===== config.mk =====
export PLATFORM = sky130hd
export DESIGN_NAME = serial_subtract_ctrl
export DESIGN_NICKNAME = d
export VERILOG_FILES = /design/src/rtl/serial_subtract_ctrl.sv
export SDC_FILE = /design/constraint.sdc
export NUM_CORES = 1
export LEC_CHECK = 0
export ABC_AREA = 1
export CAP_MARGIN = 25
export CELL_PAD_IN_SITES_DETAIL_PLACEMENT = 1
export CELL_PAD_IN_SITES_GLOBAL_PLACEMENT = 2
export CORE_ASPECT_RATIO = 1.4
export CORE_MARGIN = 1
export CORE_UTILIZATION = 30
export CTS_CLUSTER_SIZE = 24
export DETAILED_ROUTE_END_ITERATION = 10
export GPL_TIMING_DRIVEN = 0
export HOLD_SLACK_MARGIN = 0.06
export PLACE_DENSITY = 0.85
export SYNTH_ARGS = -nofsm -noshare
export SYNTH_HDL_FRONTEND = slang
export SYNTH_SLANG_ARGS = --single-unit

===== constraint.sdc =====
create_clock -name clk -period 2.7 [get_ports clk]
set_input_delay 0.27 -clock clk [delete_from_list [all_inputs] [get_ports clk]]
set_output_delay 0.27 -clock clk [all_outputs]
set_load 0.02 [all_outputs]

===== src/rtl/serial_subtract_ctrl.sv =====
// Bit-serial subtractor controller: runs one 1-bit full subtractor over WIDTH
// cycles, LSB first, producing A - B - borrow_in behind a start/ready handshake.

module serial_subtract_bit (
    input  logic i_a,
    input  logic i_b,
    input  logic i_bin,
    output logic o_diff_c,
    output logic o_bout_c
);

    assign o_diff_c = i_a ^ i_b ^ i_bin;
    assign o_bout_c = (~i_a & i_b) | (~(i_a ^ i_b) & i_bin);

endmodule

module serial_subtract_ctrl #(
    parameter int unsigned WIDTH = 8,
    parameter int unsigned CNT_W = 5
) (
    input  logic             clk,
    input  logic             rst_n,
    input  logic             start,
    input  logic [WIDTH-1:0] op_a,
    input  logic [WIDTH-1:0] op_b,
    input  logic             borrow_in,
    output logic             ready,
    output logic             busy,
    output logic             done,
    output logic [WIDTH-1:0] diff,
    output logic             borrow_out,
    output logic             zero
);

    typedef enum logic [1:0] {
        S_IDLE = 2'd0,
        S_RUN  = 2'd1,
        S_DONE = 2'd2
    } state_t;

    state_t           r_state;
    state_t           w_state_nxt;

    logic [WIDTH-1:0] r_a_sh;
    logic [WIDTH-1:0] r_b_sh;
    logic [WIDTH-2:0] r_res_sh;
    logic             r_brw;
    logic [CNT_W-1:0] r_cnt;
    logic [WIDTH-1:0] r_diff;
    logic             r_borrow_out;
    logic             r_zero;

    logic             w_d;
    logic             w_bo;
    logic             w_accept;
    logic             w_last;
    logic [WIDTH-1:0] w_res_full;
    logic             w_ready;
    logic             w_busy;
    logic             w_done;

    serial_subtract_bit u_bit (
        .i_a      (r_a_sh[0]),
        .i_b      (r_b_sh[0]),
        .i_bin    (r_brw),
        .o_diff_c (w_d),
        .o_bout_c (w_bo)
    );

    assign w_accept   = (r_state == S_IDLE) && start;
    assign w_last     = (r_cnt == CNT_W'(WIDTH - 1));
    // Current bit joined with the partial result: becomes diff on the last bit.
    assign w_res_full = {w_d, r_res_sh};

    // State register
    always_ff @(posedge clk) begin
        if (!rst_n) begin
            r_state <= S_IDLE;
        end else begin
            r_state <= w_state_nxt;
        end
    end

    // Next-state logic
    always_comb begin
        w_state_nxt = r_state;
        case (r_state)
            S_IDLE:  if (start) w_state_nxt = S_RUN;
            S_RUN:   if (w_last) w_state_nxt = S_DONE;
            S_DONE:  w_state_nxt = S_IDLE;
            default: w_state_nxt = S_IDLE;
        endcase
    end

    // Handshake outputs decoded from the state register only
    always_comb begin
        w_ready = 1'b0;
        w_busy  = 1'b0;
        w_done  = 1'b0;
        case (r_state)
            S_IDLE:  w_ready = 1'b1;
            S_RUN:   w_busy  = 1'b1;
            S_DONE:  w_done  = 1'b1;
            default: w_ready = 1'b0;
        endcase
    end

    // Operand shifters, borrow chain and bit counter
    always_ff @(posedge clk) begin
        if (!rst_n) begin
            r_a_sh   <= '0;
            r_b_sh   <= '0;
            r_res_sh <= '0;
            r_brw    <= 1'b0;
            r_cnt    <= '0;
        end else if (w_accept) begin
            r_a_sh   <= op_a;
            r_b_sh   <= op_b;
            r_brw    <= borrow_in;
            r_cnt    <= '0;
        end else if (r_state == S_RUN) begin
            r_a_sh   <= r_a_sh >> 1;
            r_b_sh   <= r_b_sh >> 1;
            r_res_sh <= w_res_full[WIDTH-1:1];
            r_brw    <= w_bo;
            r_cnt    <= r_cnt + CNT_W'(1);
        end
    end

    // Result registers hold between completions
    always_ff @(posedge clk) begin
        if (!rst_n) begin
            r_diff       <= '0;
            r_borrow_out <= 1'b0;
            r_zero       <= 1'b0;
        end else if ((r_state == S_RUN) && w_last) begin
            r_diff       <= w_res_full;
            r_borrow_out <= w_bo;
            r_zero       <= (w_res_full == '0);
        end
    end

    assign ready      = w_ready;
    assign busy       = w_busy;
    assign done       = w_done;
    assign diff       = r_diff;
    assign borrow_out = r_borrow_out;
    assign zero       = r_zero;

endmodule


==> metrics.txt <==
Cell Pwr Density=571.9 nW/um2; # port buffers=32; VDD IR-drop max=0.0002270 V; worst endpoint required time=~2.4 ns; Hold EP=r_a_sh[4]$_SDFFE_PN0P_; FILL cells=725; Clk Latency, worst-skew pair=~0.29 ns; layout cells sized above 1=0.07534; post-CTS sizing=0; final hold vios=0; Period minus WS final=2.099 ns; setup slack, reg-to-reg=1.20 ns; Antenna Cells=0; Yosys reg bits=41; vias in the first global route=1683; Power Total=0.001322 W; CTS clock-pin slew for the worst setup and hold paths=0.09 ns; Synth Warn #=0; Post-Route WL=~4.2 mm; Pre-antenna DRT Iters=4; root buffer cell=clkbuf_8; initial antenna violation count=0; setup TNS=0 ns; EDFF count, synth=0; mean post-synth cell area=7.105 um2; skew final=just under 0.008 ns; Hold/Removal Path Class=flip-flop to flip-flop; CTS Buf Count=5; reg-to-reg endpoint=diff[4]$_SDFFE_PN0P_; max_cap viols=0; Synth top area share=0.4584; Die X=about 67 um; Slew Limit Headroom=0.6490; die area=6285 um2; Worst setup SP type=flip-flop; via count=between 1500 and 2000; maximum root-to-sink buffer count=2; peak fanout along the critical path=10; Avg WL per Cell=~12 um; worst r2r path cells=7; RePlAce Congestion=between 0.7 and 0.8; initial core utilization=0.3172; core area=between 5000 and 6000 um2; final worst-path cycle share=0.7776; number of vias per cell=approximately 4.6; DP HPWL=3.136 mm; Post-DRT Antenna Nets=0; Post-synth ARST share=0; sequential-to-total area share from yosys stat=0.4584; GRT Overall Usage=0.1566; Worst Hold Depth=2; most common cell in the netlist=nand2_1; hold_ws=0.4684 ns; CTS Hold Bufs=0; Starting DRT DRC Count=36; count of pins over their slew limit=0; H-Tree Depth=2; Netlist cell types=22; Critical Path AT=1.83 ns; run status=completed; DP Worst Slack=0.9038 ns; critical path class=flip-flop to output port; Vert. Die Dim=about 93 um; Fmax=476.3 MHz; cell taking the most area after synthesis=dfxtp_1; DRC=0; Main synth FF type=dfxtp_1; first-pass GRT wire length=7.514 mm; Syn Nets=274; I/O Pins=33; Worst-Margin Slew=0.5264 ns; Synth Instances=252; fin nets=313; top post-synthesis cells by area=dfxtp_1 46%, nand2_1 18%, a21oi_1 7.0%; GRT overflow=0; critical hold path startpoint=r_a_sh[4]$_SDFFE_PN0P_; Synth Cell Area=1790 um2; RR Startpoint=r_cnt[0]$_SDFFE_PP0P_; unrepaired setup endpoints after global routing=false; Final setup viols=0; Critical Path End Type=output port; layout overhead on the synthesized area=29.07%; Final WS setup=0.6005 ns; Rows=32; Post-CTS Setup Bufs=0; CTS tree=done; post-layout util=0.4094; clk sinks=41; Synth top cells by count=87 x nand2_1, 41 x dfxtp_1, 31 x inv_1; pin count of the biggest net entering global routing=15; Leak Pwr=0.9495 nW
## where the power goes
group	total, W	leakage, nW	internal (W)	switching [W]
Combinational	0.000162	0.560	0.0000729	0.0000894
Clock	0.000507	0.0543	0.000277	0.000230
Sequential	0.000652	0.335	0.000633	0.0000188
## per-stage QoR
stage / instances / instance area, um2
after floorplan: 252 / 1790
after global placement: 352 / 2196
after detailed placement: 352 / 2196
after CTS: 360 / 2311
after global routing: 360 / 2311
final: 360 / 2311
## final cells by class
type,count,area (um2),share of cell area
Buffer,9,53.80,0.02328
Sequential cell,41,820.8,0.3552
Timing Repair Buffer,32,320.3,0.1386
Inverter,31,116.4,0.05035
Tap cell,68,85.08,0.03682
Clock buffer,5,68.82,0.02978
Multi-Input combinational cell,171,799.5,0.3460
Clock inverter,3,46.29,0.02003
## worst max-delay path, stage by stage, from the launching register on
cell and delay [ns]:
dfxtp_1 0.48, inv_1 0.11, nor2_4 0.13, buf_4 0.20, clkdlybuf4s50_1 0.62
## sequential cells by signal (all words and copies together), names as in the netlist
signal	flops
r_b_sh	8
r_res_sh	7
r_state	2
r_cnt	5
diff	8
zero	1
r_brw	1
borrow_out	1
r_a_sh	8
## worst max path at each step
stage / from / to / cells past startpoint
2_1_floorplan: r_b_sh[0]$_SDFFE_PN0P_ / zero$_SDFFE_PN0P_ / 7
3_3_place_gp: r_state[0]$_SDFFE_PN0P_ / busy / 4
3_5_place_dp: start / r_a_sh[6]$_SDFFE_PN0P_ / 5
4_1_cts: r_state[0]$_SDFFE_PN0P_ / busy / 4
5_1_grt: r_state[0]$_SDFFE_PN0P_ / busy / 4
6_report: r_state[0]$_SDFFE_PN0P_ / busy / 4
## per-layer routing
| metal | share of wire | vias up | global-route usage |
|---|---|---|---|
| met4 | 0.011 | 0 | 0.04255 |
| li1 | - | 866 | - |
| met5 | 0 | - | 0 |
| met3 | 0.027 | 5 | 0.03293 |
| met1 | 0.48 | 755 | 0.1880 |
| met2 | 0.48 | 30 | 0.2733 |
## cells by family after synthesis
kind of cell	after synthesis	synth area share
and+or+nand+nor	123	0.2921
AOI/OAI and AO/OA	45	0.1314
DFF	41	0.4584
buffers and inverters	40	0.09504
adders and majority gates	2	0.01817
xor gates and xnor gates	1	0.004893
## cell usage in the layout (no fill, tap or decap), drive strengths merged
cell type / n
clkdlybuf4s50: 32
a211oi: 1
xor2: 1
buf: 6
a31oi: 3
bufinv: 1
o21ai: 16
fa: 1
a21oi: 25
nand3: 13
clkbuf: 8
nand2: 90
ha: 1
nor3b: 1
inv: 31
clkinv: 1
clkinvlp: 1
nor2: 16
nor3: 2
dfxtp: 41
nand3b: 1
(Power assumes the default switching activity.)
